### src/rtl/sccb_master.sv
`default_nettype none
// +------------------------------------------------------------------------+
// | sccb_master: SCCB register read/write master with quarter-bit ticks.   |
// | Optional macro SCCB_ACK_CHECK_EN enables slave ACK checking (nack).    |
// | Revision: 1.0                                                          |
// +------------------------------------------------------------------------+
module sccb_master #(
  parameter logic [15:0] CLK_DIV = 16'd250,
  parameter logic [7:0]  DEV_ID  = 8'h42
) (
  input  logic       clk,
  input  logic       rst,
  input  logic       read_request,
  input  logic       write_request,
  input  logic [7:0] addr,
  input  logic [7:0] write_data,
  output logic [7:0] read_data,
  output logic       request_ack,
  output logic       done,
  output logic       busy,
  output logic       nack,
  output logic       sccb_c,
  output logic       sccb_d_o,
  output logic       sccb_d_oe,
  input  logic       sccb_d_i
);

  typedef enum logic [2:0] {
    S_IDLE  = 3'd0,
    S_START = 3'd1,
    S_BYTE  = 3'd2,
    S_STOP  = 3'd3,
    S_GAP   = 3'd4,
    S_DONE  = 3'd5
  } state_t;

  state_t      state_q, state_d;
  logic [15:0] tick_cnt_q, tick_cnt_d;
  logic [1:0]  phase_q, phase_d;
  logic [3:0]  bit_q, bit_d;
  logic [1:0]  byte_q, byte_d;
  logic        half_q, half_d;
  logic        op_rd_q, op_rd_d;
  logic [7:0]  addr_q, addr_d;
  logic [7:0]  wdata_q, wdata_d;
  logic [7:0]  shift_q, shift_d;
  logic [7:0]  read_data_q, read_data_d;
  logic        ack_q, ack_d;
  logic        done_q, done_d;
  logic        busy_q, busy_d;
  logic        nack_q, nack_d;
  logic        c_q, c_d;
  logic        d_q, d_d;
  logic        oe_q, oe_d;

  logic        tick;
  logic        rx_byte;
  logic        last_byte;
  logic        rx_next;
  logic [7:0]  tx_byte;

  always_comb begin
    state_d     = state_q;
    tick_cnt_d  = tick_cnt_q;
    phase_d     = phase_q;
    bit_d       = bit_q;
    byte_d      = byte_q;
    half_d      = half_q;
    op_rd_d     = op_rd_q;
    addr_d      = addr_q;
    wdata_d     = wdata_q;
    shift_d     = shift_q;
    read_data_d = read_data_q;
    nack_d      = nack_q;
    ack_d       = 1'b0;
    done_d      = 1'b0;

    tick      = (tick_cnt_q == 16'd0);
    rx_byte   = op_rd_q && half_q && (byte_q == 2'd1);
    last_byte = op_rd_q ? (byte_q == 2'd1) : (byte_q == 2'd2);

    if (state_q != S_IDLE && state_q != S_DONE) begin
      tick_cnt_d = tick ? (CLK_DIV - 16'd1) : (tick_cnt_q - 16'd1);
    end

    case (state_q)
      S_IDLE: begin
        if (write_request || read_request) begin
          state_d    = S_START;
          tick_cnt_d = CLK_DIV - 16'd1;
          phase_d    = 2'd0;
          half_d     = 1'b0;
          op_rd_d    = !write_request;
          addr_d     = addr;
          wdata_d    = write_data;
          nack_d     = 1'b0;
          ack_d      = 1'b1;
        end
      end
      S_START: begin
        if (tick) begin
          if (phase_q == 2'd0) begin
            phase_d = 2'd1;
          end else begin
            state_d = S_BYTE;
            phase_d = 2'd0;
            bit_d   = 4'd0;
            byte_d  = 2'd0;
          end
        end
      end
      S_BYTE: begin
        if (tick) begin
          phase_d = phase_q + 2'd1;
          if (phase_q == 2'd2) begin
            if (rx_byte && bit_q != 4'd8) begin
              shift_d = {shift_q[6:0], sccb_d_i};
            end
`ifdef SCCB_ACK_CHECK_EN
            if (!rx_byte && bit_q == 4'd8 && sccb_d_i) begin
              nack_d = 1'b1;
            end
`endif
          end
          if (phase_q == 2'd3) begin
            if (bit_q != 4'd8) begin
              bit_d = bit_q + 4'd1;
            end else begin
              bit_d = 4'd0;
              if (last_byte || nack_q) begin
                state_d = S_STOP;
              end else begin
                byte_d = byte_q + 2'd1;
              end
            end
          end
        end
      end
      S_STOP: begin
        if (tick) begin
          if (phase_q != 2'd2) begin
            phase_d = phase_q + 2'd1;
          end else begin
            phase_d = 2'd0;
            // A NACK in the first read frame skips the data frame entirely.
            if (op_rd_q && !half_q && !nack_q) begin
              state_d = S_GAP;
            end else begin
              state_d = S_DONE;
              done_d  = 1'b1;
              if (op_rd_q && !nack_q) begin
                read_data_d = shift_q;
              end
            end
          end
        end
      end
      S_GAP: begin
        if (tick) begin
          phase_d = phase_q + 2'd1;
          if (phase_q == 2'd3) begin
            state_d = S_START;
            half_d  = 1'b1;
          end
        end
      end
      S_DONE: begin
        state_d    = S_IDLE;
        tick_cnt_d = 16'd0;
      end
      default: begin
        state_d = S_IDLE;
      end
    endcase

    busy_d = (state_d != S_IDLE) && (state_d != S_DONE);

    // Bus pins are registered from the position being entered, so they move only on ticks.
    case (byte_d)
      2'd0:    tx_byte = half_d ? (DEV_ID | 8'h01) : DEV_ID;
      2'd1:    tx_byte = addr_d;
      default: tx_byte = wdata_d;
    endcase
    rx_next = op_rd_d && half_d && (byte_d == 2'd1);

    c_d  = 1'b1;
    d_d  = 1'b1;
    oe_d = 1'b1;
    case (state_d)
      S_START: begin
        d_d = (phase_d == 2'd0);
      end
      S_BYTE: begin
        c_d = (phase_d == 2'd1) || (phase_d == 2'd2);
        if (bit_d == 4'd8) begin
          oe_d = rx_next;
        end else if (rx_next) begin
          oe_d = 1'b0;
        end else begin
          d_d = tx_byte[3'd7 - bit_d[2:0]];
        end
      end
      S_STOP: begin
        c_d = (phase_d != 2'd0);
        d_d = (phase_d == 2'd2);
      end
      default: begin
      end
    endcase
  end

  always_ff @(posedge clk) begin
    if (!rst) begin
      state_q     <= S_IDLE;
      tick_cnt_q  <= 16'd0;
      phase_q     <= 2'd0;
      bit_q       <= 4'd0;
      byte_q      <= 2'd0;
      half_q      <= 1'b0;
      op_rd_q     <= 1'b0;
      addr_q      <= 8'd0;
      wdata_q     <= 8'd0;
      shift_q     <= 8'd0;
      read_data_q <= 8'd0;
      ack_q       <= 1'b0;
      done_q      <= 1'b0;
      busy_q      <= 1'b0;
      nack_q      <= 1'b0;
      c_q         <= 1'b1;
      d_q         <= 1'b1;
      oe_q        <= 1'b1;
    end else begin
      state_q     <= state_d;
      tick_cnt_q  <= tick_cnt_d;
      phase_q     <= phase_d;
      bit_q       <= bit_d;
      byte_q      <= byte_d;
      half_q      <= half_d;
      op_rd_q     <= op_rd_d;
      addr_q      <= addr_d;
      wdata_q     <= wdata_d;
      shift_q     <= shift_d;
      read_data_q <= read_data_d;
      ack_q       <= ack_d;
      done_q      <= done_d;
      busy_q      <= busy_d;
      nack_q      <= nack_d;
      c_q         <= c_d;
      d_q         <= d_d;
      oe_q        <= oe_d;
    end
  end

  assign read_data   = read_data_q;
  assign request_ack = ack_q;
  assign done        = done_q;
  assign busy        = busy_q;
  assign nack        = nack_q;
  assign sccb_c      = c_q;
  assign sccb_d_o    = d_q;
  assign sccb_d_oe   = oe_q;

endmodule
`default_nettype wire

### config.mk
export PLATFORM = sky130hd
export DESIGN_NAME = sccb_master
export DESIGN_NICKNAME = d
export VERILOG_FILES = /design/src/rtl/sccb_master.sv
export SDC_FILE = /design/constraint.sdc
export NUM_CORES = 1
export LEC_CHECK = 0
export CAP_MARGIN = 10
export CORE_ASPECT_RATIO = 2
export CORE_UTILIZATION = 25
export DETAILED_ROUTE_END_ITERATION = 7
export GPL_ROUTABILITY_DRIVEN = 1
export PLACE_DENSITY = 0.39
export SYNTH_ARGS = -nofsm -noshare
export SYNTH_HDL_FRONTEND = slang
export SYNTH_SLANG_ARGS = --single-unit
### constraint.sdc
create_clock -name clk -period 3 [get_ports clk]
set_clock_uncertainty 0.2 [all_clocks]
set_input_delay 0.45 -clock clk [delete_from_list [all_inputs] [get_ports clk]]
set_output_delay 0.45 -clock clk [all_outputs]
set_load 0.005 [all_outputs]
# == Word level (Yosys, flattened, before mapping) ==
# Cells that the tools add are included.
# word_totals
reg_bits,67
word_cells,134
output_inout_bits,15
# op_classes
eq_ne,20
reduce_logical,26
bitwise_logic,5
n_addsub,5
n_mux,60
magnitude_cmp,1
# ops
operator,count
$mux 16,3
$mux 3,11
$mux 8,4
$pmux 16 s2,1
$mux 2,11
$mux 4,5
$logic_not 16->1,1
$mux 1,16
$pmux 8 s2,1
$sub 16x1->16 const B,1
$pmux 3 s5,1
$eq 3x2->1 const B,4
$eq 2x2->1 const B,4
$logic_and 1x1->1,8
$pmux 2 s4,1
$pmux 4 s2,1
$eq 2x1->1 const B,3
$eq 3x1->1 const B,2
$eq 3x3->1 const B,2
$logic_not 2->1,3
$ne 3x3->1 const B,2
$reduce_bool 3->1,2
$not 1->1,5
$reduce_and 5->1,1
other kinds (19),24

# == Longest topological paths before layout ==
# Gate-level depths: netlist of the first run.
# logic_depth
ltp_word,14
depth_mapped,14
ltp_nobuf,14

# == Worst setup path before layout of the first run ==
# OpenSTA, ideal clock, no wires.
# synth_timing
path_type,reg2reg
from,register tick_cnt_q[0]
to,register d_q (netlist: sccb_d_o)
t_arrival_ns,2.590
t_required_ns,2.684
path_stages_with_launch,12
path_buffers,1
slack_ns,0.094
path_cell_list,dfxtp_1 > inv_1 > ha_1 > nor4b_4 > nand4_1 > o21ai_1 > and2_1 > buf_2 > mux2_1 > a221oi_2 > o22ai_1 > a41o_1
# synth_via
elab_chain_len,10
# synth_lines
element,line_no,source
"start, declared",38,"logic [15:0] tick_cnt_q, tick_cnt_d;"
"start signal, assigned",234,tick_cnt_q <= tick_cnt_d;
$logic_not 16->1 (*),78,tick = (tick_cnt_q == 16'd0);
branches (longest 8 deep; another with $sub 3x3->3),--,
$pmux 1 s3 (*),189,case (state_d)
"end signal, assigned",230,d_q <= 1'b1;
"end signal, assigned",249,d_q <= d_d;
"end, declared",53,"logic d_q, d_d;"
# Mark *: on every way between the ends. The select of a mux whose other input is x is not followed.
# A chain may end at the register's enable or synchronous reset.

# == Final worst setup path of the first run ==
# Ends and elaborated chain as after synthesis.

==> out/qor.csv, run 1 <==
stage,metric,value,unit
run_status,outcome,completed,
critical_path,RR Endpoint,sccb_d_o$_SDFF_PN1_,
route,number of remaining DRC errors,0,
pwr,Leakage Power,0.00192,uW
worst_hold_path,Worst Hold End,addr_q[2]$_SDFF_PN0_,
critical_path,Crit. End Element,flop,
timing,Tmin final,2.85,ns
timing,max-slew violation count,0,
floorplan,Boundary Pins,36,
timing,Final period util,0.951,
finish,"Core Util, Final",0.354,
critical_path,worst path required time,3.04,ns
synth,Syn Nets,464,
finish,"commonest cells after routing, fill and taps aside","dfxtp_1 (67), buf_4 (64), nor2_1 (61), nand2_1 (47), clkdlybuf4s50_1 (34)",
cts,worst skew pair latency,0.34,ns
synth,top_reg_cell synth,dfxtp_1,
global_route,number of global-route vias before repair,3563,
global_route,wire length of the first global-routing pass,18.7,mm
pwr,largest vdd supply drop,275,uV
finish,# diodes,0,
synth,ys async rst share,0,
finish,"commonest non-fill, non-tap cell in the layout",dfxtp_1,
route,Iter 0 DRT Violations,154,
synth,synthesized area,3600,um^2
route,final wirelength,12.0,mm
finish,Final #Nets,554,
finish,Final Instance Area,4940,um^2
placement,Port Buffer Count,34,
cts,Worst-path clk slew,0.06,ns
timing,setup violators final,0,
critical_path,arrival time of the worst setup path,2.89,ns
floorplan,Die ar.,14900,um^2
route,Detail Route Antenna Nets,0,
cts,CTS tree,done,
route,Detailed Routing Iterations Pass 1,4,
synth,"flops & latches, synth",67,
placement,GP Congestion,0.868,
floorplan,row count,61,
placement,DP Wirelength,9.42,mm
route,post-DR wirelength/cell,16.8,um
worst_hold_path,cell depth of the worst hold path,2,
critical_path,crit path from,tick_cnt_q[0]$_SDFF_PN0_,
timing,unrepaired setup endpoints after global routing,false,
pwr,Pwr Density,494,nW/um^2
critical_path,CP Max Fanout,5,
critical_path,Worst R2R Path Depth,10,
critical_path,CP Launch Type,flop,
finish,layout cells sized above 1,0.215,
synth,Syn. warnings,0,
timing,worst slew pin tran,0.798,ns
floorplan,Die Width,86.9,um
cts,root buffer cell,clkbuf_16,
floorplan,Die Y-Extent,172,um
route,Via Count,3427,
synth,register area share after synthesis,0.372,
pwr,Design Power,2440,uW
synth,Synth Area in XOR/XNOR,0.0219,
timing,Fmax,350,MHz
critical_path,FF-to-FF Start,tick_cnt_q[0]$_SDFF_PN0_,
synth,main combinational cell family by area after synthesis,simple AND/OR/NAND/NOR gates,
critical_path,r2r setup slk,0.15,ns
timing,slew margin rel.,0.462,
cts,number of buffers created by CTS,9,
synth,Mapped Cells,431,
global_route,grt ovf,0,
floorplan,Initial Util,0.258,
synth,Syn Area/Cell,8.36,um^2
worst_hold_path,Hold/Removal Path Class,flop to flop,
cts,clk buf depth,2,
critical_path,CP Class,flop to flop,
synth,"EDFF count, synth",0,
global_route,initial antenna violation count,0,
timing,final hold violations,0,
cts,H-tree depth,3,
synth,post-synthesis mux area share,0.107,
global_route,gr usage total,0.172,
synth,simple-gate portion of the synthesized area,0.259,
synth,post-synthesis adder-cell area fraction,0.0417,
synth,Synth cell types,64,
route,via/cell ratio,4.79,
synth,Synth Area in Compound Gates,0.162,
placement,dpl cell area,4560,um^2
cts,clock sinks,67,
finish,P&R area growth vs syn,37.2,%
flow_run,max-cap violations,0,
global_route,largest net degree at the start of global routing,24,
floorplan,Core ar.,14000,um^2
worst_hold_path,Min-Delay Startpoint,addr_q[2]$_SDFF_PN0_,
[metal layers]
| metal | vias up | GRT usage | part of all wire |
|---|---|---|---|
| met3 | 36 | 0.0302 | 0.029 |
| met4 | 0 | 0.120 | 0.063 |
| li1 | 1707 | - | - |
| met1 | 1608 | 0.157 | 0.35 |
| met2 | 76 | 0.333 | 0.56 |
| met5 | - | 0 | 0 |
[worst max path at each step]
stage | end | slack, ns | cells after the start
5_1_grt | sccb_d_o$_SDFF_PN1_ | 0.009 | 14
3_5_place_dp | sccb_d_o$_SDFF_PN1_ | -0.17 | 8
2_1_floorplan | sccb_d_o$_SDFF_PN1_ | 0.09 | 11
6_report | sccb_d_o$_SDFF_PN1_ | 0.15 | 10
4_1_cts | sccb_d_o$_SDFF_PN1_ | 0.004 | 10
3_3_place_gp | sccb_d_o$_SDFF_PN1_ | -0.18 | 8
[registers in the layout (all words and copies together), names as in the netlist, 2 cells and up]
register    cells
tick_cnt_q     16
addr_q          8
read_data       8
shift_q         8
wdata_q         8
bit_q           4
state_q         3
byte_q          2
phase_q         2
[area by class of cell]
class                   count  area (um^2)
clock buffers               9          225
clock inverters             7         82.6
fillers                  1478         9020
inverters                  12         45.0
multi-input cells         333         2190
flip-flops and latches     67         1340
well taps                 189          236
repair buffers             98          821
[timing repair]
item                       in CTS  in global routing
gates resized for setup         1                 13
hold buffers                    0                  0
buffers inserted                1                  2
setup endpoints to repair       1                  2
pin swaps                       0                  5
[per-stage QoR]
step	setup WS [ns]	TNS [ns]	hold WS, ns	instances
final	0.146	0	0.257	715
after global routing	0.00927	0	0.280	715
after CTS	0.00369	0	0.259	713
after detailed placement	-0.166	-0.166	0.250	696
after global placement	-0.181	-0.222	0.245	696
after floorplan	0.0938	0	0.232	431
[worst max-delay path, cell delays in order (launching register included)]
cell     delay, ns
dfxtp_1       0.31
inv_2         0.05
ha_1          0.13
nor4b_4       0.29
and4_1        0.38
nand2_2       0.10
mux2_1        0.31
mux4_2        0.47
nor2_1        0.11
o22ai_1       0.12
a41o_1        0.25
[cells in the mapped netlist, drive strengths merged (4+ instances only)]
master  count  area [um^2]
nand2      48          183
mux2i      26          260
nor3        9         45.0
xnor2       7         61.3
nand3b      4         30.0
clkbuf     12         45.0
a21oi      29          145
buf         7         38.8
mux2        9          101
dfxtp      67         1340
a211oi      5         42.5
a31oi       5         37.5
nor2       63          239
nand3       8         40.0
o21ai      26          130
nor2b       5         31.3
and2        9         56.3
nor4        8         80.1
nand4       8         50.1
ha         12          150
inv        12         45.0
[cell families after synthesis]
family,Yosys count
buffers and inverters,31
DFF,67
muxes,36
other,1
adders and majority gates,12
and+or+nand+nor,184
xor gates and xnor gates,9
AOI/OAI and AO/OA,91
[where the power goes]
| group | total, uW | internal (uW) | switching, uW |
|---|---|---|---|
| logic | 352 | 166 | 186 |
| registers | 962 | 928 | 34.4 |
| clock network | 1130 | 659 | 471 |
| total | 2440 | 1750 | 692 |
Note: power is estimated with default switching activity, not from simulation.
==> run 2, diff against run 1 <==
- CORE_UTILIZATION: 25 -> 30
- PLACE_DENSITY: 0.39 -> 0.45
==> run 2 against run 1 <==
Register-to-register slack worse by 0.08 ns. Sequential power about the same. Global-route usage up 1.3 points. Non-clock buffer count down 17. Sequential cell count unchanged. Worst hold slack worse by 0.0026 ns. Via count down 1.1%. Utilization up 5.6 points. Critical path depth up 3.
==> out/qor.csv, run 2 (synthesis gave the netlist of run 1 again) <==
stage,metric,value,unit,change
floorplan,Die ar.,12500,um^2,was 14900 um^2
placement,GP Congestion,0.891,,was 0.868
finish,Largest register FFs,16,,unchanged
finish,P&R area growth vs syn,33.1,%,was 37.2%
finish,"commonest non-fill, non-tap cell in the layout",dfxtp_1,,unchanged
critical_path,RR Endpoint,sccb_d_o$_SDFF_PN1_,,unchanged
critical_path,CP Max Fanout,5,,unchanged
critical_path,FF-to-FF Start,tick_cnt_q[0]$_SDFF_PN0_,,unchanged
route,number of remaining DRC errors,0,,unchanged
route,Via Count,3391,,was 3427
cts,root buffer cell,clkbuf_16,,unchanged
floorplan,Boundary Pins,36,,unchanged
timing,Fmax,341,MHz,was 350 MHz
timing,Tmin final,2.93,ns,was 2.85 ns
global_route,wire length of the first global-routing pass,17.2,mm,was 18.7 mm
flow_run,max-cap violations,0,,unchanged
timing,worst slew pin tran,0.867,ns,was 0.798 ns
critical_path,CP Launch Type,flop,,unchanged
global_route,number of global-route vias before repair,3382,,was 3563
pwr,largest vdd supply drop,293,uV,was 275 uV
finish,"commonest cells after routing, fill and taps aside","dfxtp_1 (65), nor2_1 (60), nand2_1 (47), buf_4 (45), clkdlybuf4s50_1 (34)",,"was dfxtp_1 (67), buf_4 (64), nor2_1 (61), nand2_1 (47), clkdlybuf4s50_1 (34)"
cts,CTS tree,done,,unchanged
cts,clock sinks,67,,unchanged
floorplan,row count,56,,was 61
route,Detail Route Antenna Nets,0,,unchanged
cts,worst skew pair latency,0.34,ns,about the same
timing,Final period util,0.978,,was 0.951
critical_path,worst path required time,3.03,ns,was 3.04 ns
finish,Largest Register,tick_cnt_q,,unchanged
timing,final hold violations,0,,unchanged
timing,unrepaired setup endpoints after global routing,true,,was false
timing,setup violators final,0,,unchanged
worst_hold_path,Min-Delay Startpoint,wdata_q[2]$_SDFF_PN0_,,was addr_q[2]$_SDFF_PN0_
critical_path,arrival time of the worst setup path,2.96,ns,was 2.89 ns
global_route,gr usage total,0.186,,was 0.172
pwr,Pwr Density,500,nW/um^2,was 494 nW/um^2
cts,number of buffers created by CTS,9,,unchanged
finish,Final Instance Area,4800,um^2,was 4940 um^2
placement,dpl cell area,4380,um^2,was 4560 um^2
floorplan,Initial Util,0.308,,was 0.258
floorplan,Core ar.,11700,um^2,was 14000 um^2
floorplan,Die Width,79.5,um,was 86.9 um
timing,slew margin rel.,0.416,,was 0.462
cts,clk buf depth,2,,unchanged
route,final wirelength,10.8,mm,was 12.0 mm
route,post-DR wirelength/cell,16.6,um,was 16.8 um
route,DR WL met3,262,um,was 352 um
pwr,Leakage Power,0.00188,uW,was 0.00192 uW
critical_path,r2r setup slk,0.07,ns,was 0.15 ns
finish,Final #Nets,537,,was 554
finish,layout cells sized above 1,0.208,,was 0.215
route,top routing layer used,met4,,unchanged
route,via/cell ratio,5.19,,was 4.79
placement,Port Buffer Count,34,,unchanged
finish,"Core Util, Final",0.410,,was 0.354
global_route,largest net degree at the start of global routing,32,,was 24
route,Iter 0 DRT Violations,121,,was 154
critical_path,CP Class,flop to flop,,unchanged
run_status,outcome,completed,,unchanged
finish,# diodes,0,,unchanged
placement,DP Wirelength,8.46,mm,was 9.42 mm
route,wl on met1,3.83,mm,was 4.16 mm
route,Detailed Routing Iterations Pass 1,4,,unchanged
cts,hold buffers post-CTS,0,,unchanged
floorplan,Die Y-Extent,157,um,was 172 um
finish,fill cell count,1211,,was 1478
worst_hold_path,cell depth of the worst hold path,2,,unchanged
timing,max-slew violation count,0,,unchanged
route,DR WL met2,6.35,mm,was 6.73 mm
worst_hold_path,Hold/Removal Path Class,flop to flop,,unchanged
cts,H-tree depth,3,,unchanged
critical_path,Crit. End Element,flop,,unchanged
global_route,initial antenna violation count,0,,unchanged
cts,Worst-path clk slew,0.06,ns,about the same
worst_hold_path,Worst Hold End,wdata_q[2]$_SDFF_PN0_,,was addr_q[2]$_SDFF_PN0_
global_route,grt ovf,0,,unchanged
critical_path,Worst R2R Path Depth,13,,was 10
==> run 2: cell count changes in the layout (fill, tap and decap cells not counted), moves of 2 or more <==
cell | before | now
buf_4 | 64 | 45
buf_6 | 0 | 2
dfxtp_1 | 67 | 65
dfxtp_2 | 0 | 2
inv_6 | 3 | 1
nor2_2 | 1 | 3
==> run 2: final cells by class <==
type / instances / area (um^2) / area share
Timing Repair Buffer: 81 / 701 / 0.146
Tap cell: 145 / 181 / 0.0378
Multi-Input combinational cell: 333 / 2210 / 0.462
Clock inverter: 7 / 85.1 / 0.0177
Clock buffer: 9 / 225 / 0.0470
Sequential cell: 67 / 1340 / 0.280
Inverter: 12 / 45.0 / 0.00939
==> run 2: repair_timing <==
action                                  CTS  global route
buffers inserted                          2             1
endpoints found under the setup margin    1             2
gates resized for setup                   5            23
pin swaps                                 0             5
==> run 2: power breakdown <==
| group | internal, uW | switching (uW) | leakage (uW) | total, uW |
|---|---|---|---|---|
| sequential | 928 | 36.4 | 0.000547 | 965 |
| clock | 659 | 445 | 0.000146 | 1100 |
| combinational | 152 | 179 | 0.00119 | 330 |
| total | 1740 | 660 | 0.00188 | 2400 |
==> run 2: how the worst max path moves through the flow <==
stage,cells after the start,startpoint,slack (ns),to
2_1_floorplan,11,tick_cnt_q[0]$_SDFF_PN0_,0.09,sccb_d_o$_SDFF_PN1_
3_3_place_gp,14,tick_cnt_q[1]$_SDFF_PN0_,0.03,sccb_d_o$_SDFF_PN1_
3_5_place_dp,14,tick_cnt_q[1]$_SDFF_PN0_,-0.04,sccb_d_o$_SDFF_PN1_
4_1_cts,15,tick_cnt_q[1]$_SDFF_PN0_,0.01,sccb_d_o$_SDFF_PN1_
5_1_grt,13,tick_cnt_q[0]$_SDFF_PN0_,-0.07,sccb_d_o$_SDFF_PN1_
6_report,13,tick_cnt_q[0]$_SDFF_PN0_,0.07,sccb_d_o$_SDFF_PN1_
==> run 2: stage by stage <==
stage	worst slack (ns)	TNS, ns	power, uW	hold WS (ns)	instances
after floorplan	0.0938	0	1160	0.232	431
after global placement	0.0280	0	1300	0.245	635
after detailed placement	-0.0416	-0.0416	1300	0.252	635
after CTS	0.0107	0	2430	0.260	653
after global routing	-0.0699	-0.0699	2510	0.272	654
final	0.0662	0	2400	0.254	654
==> run 2: layer usage <==
layer,vias up,track usage
li1,1680,-
met1,1614,0.175
met2,70,0.365
met3,27,0.0301
met4,0,0.0978
met5,-,0
==> run 2: critical path: stages (launching register included) <==
cell       delay [ns]
dfxtp_2          0.32
inv_2            0.08
ha_4             0.12
nor4b_4          0.25
buf_4            0.18
nand4_1          0.11
buf_6            0.18
buf_6            0.12
or3b_1           0.38
a21oi_2          0.14
mux2i_2          0.11
a21boi_1         0.21
o2111ai_2        0.18
a41o_1           0.25
==> run 3, diff against run 2 <==
- ABC_AREA: not set -> 1
- CORE_MARGIN: not set -> 2
- CORE_UTILIZATION: 30 -> 52
- PLACE_DENSITY: 0.45 -> 0.73
==> run 3 against run 2 <==
Worst setup slack gained 0.42 ns. Global-route usage up 6.8 points. Synthesized area up 3.1%. Final area down 6.3%. Wire length fell by 16%. Clock-buffer cell count is 3 higher. Cell count shrank 0.31%. Worst hold slack improved by 0.0085 ns. First-iteration DRC count up 17%. Fmax up 17%. Largest power group unchanged. Clock power increased by 10%. Via count rose by 0.18%.
==> out/qor.csv, run 3 <==
stage,metric,value,unit,change
critical_path,cell at the slowest stage of the critical path,clkdlybuf4s50_1,,was or3b_1
synth,share of the synthesized area in the top cell type,0.361,,was 0.372
finish,"commonest non-fill, non-tap cell in the layout",nand2_1,,was dfxtp_1
timing,slew margin rel.,0.657,,was 0.416
timing,unrepaired setup endpoints after global routing,false,,was true
global_route,largest net degree at the start of global routing,33,,was 32
route,Via Count,3397,,was 3391
pwr,largest vdd supply drop,419,uV,was 293 uV
cts,worst skew pair latency,0.33,ns,was 0.34 ns
critical_path,arrival time of the worst setup path,2.54,ns,was 2.96 ns
timing,Tmin final,2.51,ns,was 2.93 ns
route,final wirelength,9.05,mm,was 10.8 mm
finish,Largest register FFs,16,,unchanged
critical_path,r2r setup slk,0.55,ns,was 0.07 ns
critical_path,Crit. End Element,flop,,unchanged
placement,pre-CTS setup slack,0.229,ns,was -0.0416 ns
critical_path,worst path required time,3.03,ns,about the same
synth,Syn. warnings,0,,unchanged
critical_path,FF-to-FF Start,byte_q[1]$_SDFF_PN0_,,was tick_cnt_q[0]$_SDFF_PN0_
placement,Placed Instances,636,,was 635
timing,Final Worst Setup Slack,0.491,ns,was 0.0662 ns
synth,"EDFF count, synth",0,,unchanged
critical_path,CP Launch Type,primary input,,was flop
pwr,switching share of power,0.244,,was 0.275
global_route,gr usage total,0.253,,was 0.186
finish,FF/Latch Area,1340,um^2,about the same
critical_path,max incr delay on CP,0.42,ns,was 0.38 ns
finish,fin cells,652,,was 654
cts,Worst-path clk slew,0.06,ns,about the same
flow_run,max-cap violations,0,,unchanged
synth,Syn Area/Cell,7.17,um^2,was 8.36 um^2
route,post-DR wirelength/cell,13.9,um,was 16.6 um
synth,Synth area leader,dfxtp_1,,unchanged
global_route,wire length of the first global-routing pass,15.3,mm,was 17.2 mm
floorplan,Die Y-Extent,124,um,was 157 um
critical_path,worst path cell trace,clkdlybuf4s50_1 > nor2_1 > inv_1 > nand2_1 > buf_4 > mux2i_1 > o21ai_1 > nand3_1 > nand3_1 > nand2_1 > nand2_1 > nand2_1 > nand2_1,,was inv_2 > ha_4 > nor4b_4 > buf_4 > nand4_1 > buf_6 > buf_6 > or3b_1 > a21oi_2 > mux2i_2 > a21boi_1 > o2111ai_2 > a41o_1
cts,post-CTS setup buffers,0,,was 2
cts,CTS tree,done,,unchanged
timing,max-slew violation count,0,,unchanged
pwr,Leakage Power,0.00203,uW,was 0.00188 uW
floorplan,row count,43,,was 56
floorplan,Die ar.,7870,um^2,was 12500 um^2
global_route,initial antenna violation count,0,,unchanged
finish,Final Instance Area,4490,um^2,was 4800 um^2
cts,H-tree depth,3,,unchanged
pwr,Seq pwr share,0.381,,was 0.402
finish,multi-input logic area,1980,um^2,was 2210 um^2
pwr,sw power,615,uW,was 660 uW
cts,hold buffers post-CTS,0,,unchanged
worst_hold_path,Hold/Removal Path Class,flop to flop,,unchanged
synth,ys async rst share,0,,unchanged
pwr,Pwr Density,561,nW/um^2,was 500 nW/um^2
global_route,grt ovf,0,,unchanged
finish,layout cells sized above 1,0.153,,was 0.208
synth,most frequent cells after synthesis,"nand2_1 (78), dfxtp_1 (67), inv_1 (66)",,"was dfxtp_1 (67), nor2_1 (62), nand2_1 (47)"
timing,Final period util,0.836,,was 0.978
critical_path,WP buf/inv,3,,was 4
critical_path,crit path from,read_request,,was tick_cnt_q[0]$_SDFF_PN0_
route,Detail Route Antenna Nets,0,,unchanged
synth,"flops & latches, synth",67,,unchanged
synth,Mapped Cells,518,,was 431
critical_path,Crit path max-delay family,buffers and inverters,,was compound AO/OA/AOI/OAI gates
floorplan,Initial Util,0.535,,was 0.308
route,via/cell ratio,5.21,,was 5.19
cts,number of buffers created by CTS,9,,unchanged
finish,Largest Register,tick_cnt_q,,unchanged
synth,synthesized area,3710,um^2,was 3600 um^2
synth,top_reg_cell synth,dfxtp_1,,unchanged
timing,worst slew pin tran,0.509,ns,was 0.867 ns
synth,"top cells by area, synth","dfxtp_1 (36%), nand2_1 (7.9%), inv_1 (6.7%)",,"was dfxtp_1 (37%), mux2i_1 (7.2%), nor2_1 (6.5%)"
synth,most common cell in the netlist,nand2_1,,was dfxtp_1
placement,DP Wirelength,6.97,mm,was 8.46 mm
placement,Port Buffer Count,34,,unchanged
timing,final hold violations,0,,unchanged
timing,setup tns final,0,ns,unchanged
cts,clk buf depth,2,,unchanged
cts,root buffer cell,clkbuf_16,,unchanged
finish,"Core Util, Final",0.647,,was 0.410
pwr,internal power,1910,uW,was 1740 uW
finish,"commonest cells after routing, fill and taps aside","nand2_1 (78), dfxtp_1 (67), inv_1 (66), nor2_1 (58), a21oi_1 (37)",,"was dfxtp_1 (65), nor2_1 (60), nand2_1 (47), buf_4 (45), clkdlybuf4s50_1 (34)"
timing,Fmax,399,MHz,was 341 MHz
finish,# diodes,0,,unchanged
critical_path,CP Max Fanout,14,,was 5
floorplan,Core ar.,6940,um^2,was 11700 um^2
floorplan,Boundary Pins,36,,unchanged
floorplan,Die Width,63.8,um,was 79.5 um
synth,Syn Nets,551,,was 464
pwr,Clock Power Share,0.478,,was 0.460
placement,GP Congestion,0.942,,was 0.891
route,Iter 0 DRT Violations,141,,was 121
placement,dpl cell area,4150,um^2,was 4380 um^2
timing,setup violators final,0,,unchanged
finish,fill cell count,636,,was 1211
synth,register area share after synthesis,0.361,,was 0.372
synth,Synth cell types,45,,was 64
route,Detailed Routing Iterations Pass 1,5,,was 4
finish,P&R area growth vs syn,21.0,%,was 33.1%
route,number of remaining DRC errors,0,,unchanged
worst_hold_path,Min-Delay Startpoint,shift_q[2]$_SDFFE_PN0P_,,was wdata_q[2]$_SDFF_PN0_
critical_path,Crit path top cell by count,nand2_1,,was buf_6
run_status,outcome,completed,,unchanged
finish,Final #Nets,590,,was 537
global_route,number of global-route vias before repair,3480,,was 3382
pwr,combinational share of power,0.141,,was 0.138
cts,PostCTS Resize Cnt,0,,was 5
critical_path,CP Class,primary input to flop,,was flop to flop
cts,clock sinks,67,,unchanged
[run 3: changes by cell type in the layout (fill, tap and decap cells not counted), moves of 8 or more]
cell / before / now
a21oi_1: 27 / 37
and2_1: 8 / 0
buf_4: 45 / 5
inv_1: 9 / 66
inv_2: 3 / 19
mux2i_1: 25 / 8
nand2_1: 47 / 78
nand3_1: 7 / 34
nor2_2: 3 / 11
o21ai_0: 22 / 32
[run 3: metrics by stage]
stage	power, uW	hold WS, ns
after global placement	1320	0.250
after global routing	2620	0.295
after CTS	2550	0.266
final	2520	0.263
after detailed placement	1330	0.258
after floorplan	1220	0.241
[run 3: final cells by class]
cell class | instances | share of cell area
multi-input combinational | 351 | 0.441
sequential | 67 | 0.299
clock buffer | 12 | 0.0549
inverter | 89 | 0.0749
tap | 90 | 0.0251
clock inverter | 4 | 0.0217
timing repair buffer | 39 | 0.0841
[run 3: layer usage]
metal	GRT usage	wire length, um	vias to the layer above
li1	-	-	1737
met1	0.241	3300	1559
met2	0.478	5060	66
met3	0.0500	221	35
met4	0.171	469	0
met5	0	0	-
[run 3: power groups by stage]
stage | combinational (uW) | sequential (uW) | clock (uW)
6_report | 355 | 961 | 1210
2_1_floorplan | 251 | 973 | 0
3_5_place_dp | 352 | 979 | 0
4_1_cts | 357 | 960 | 1230
5_1_grt | 396 | 965 | 1260
3_3_place_gp | 345 | 977 | 0
[run 3: cell families (layout without fill, tap and decap cells)]
logic type / Yosys count / after routing / synth area share
compound gates: 98 / 98 / 0.148
xor+xnor: 3 / 3 / 0.00708
other cells: 1 / 1 / 0.00101
simple gates: 229 / 229 / 0.315
buf+inv: 100 / 144 / 0.105
mux: 8 / 8 / 0.0216
fa+ha+maj: 12 / 12 / 0.0404
flops: 67 / 67 / 0.361
[run 3: path summary, 6_finish.rpt]
path                                           endpoint  depth (start not counted)
worst max-delay path                sccb_d_o$_SDFF_PN1_                         13
worst min-delay path            shift_q[3]$_SDFFE_PN0P_                          2
worst max register to register      sccb_d_o$_SDFF_PN1_                         18
worst min register to register  shift_q[3]$_SDFFE_PN0P_                          2
[run 3: tightest hold or removal path, stage by stage, from the launching register on]
cell and delay [ns]:
dfxtp_1 0.30, inv_1 0.06, a21oi_1 0.05
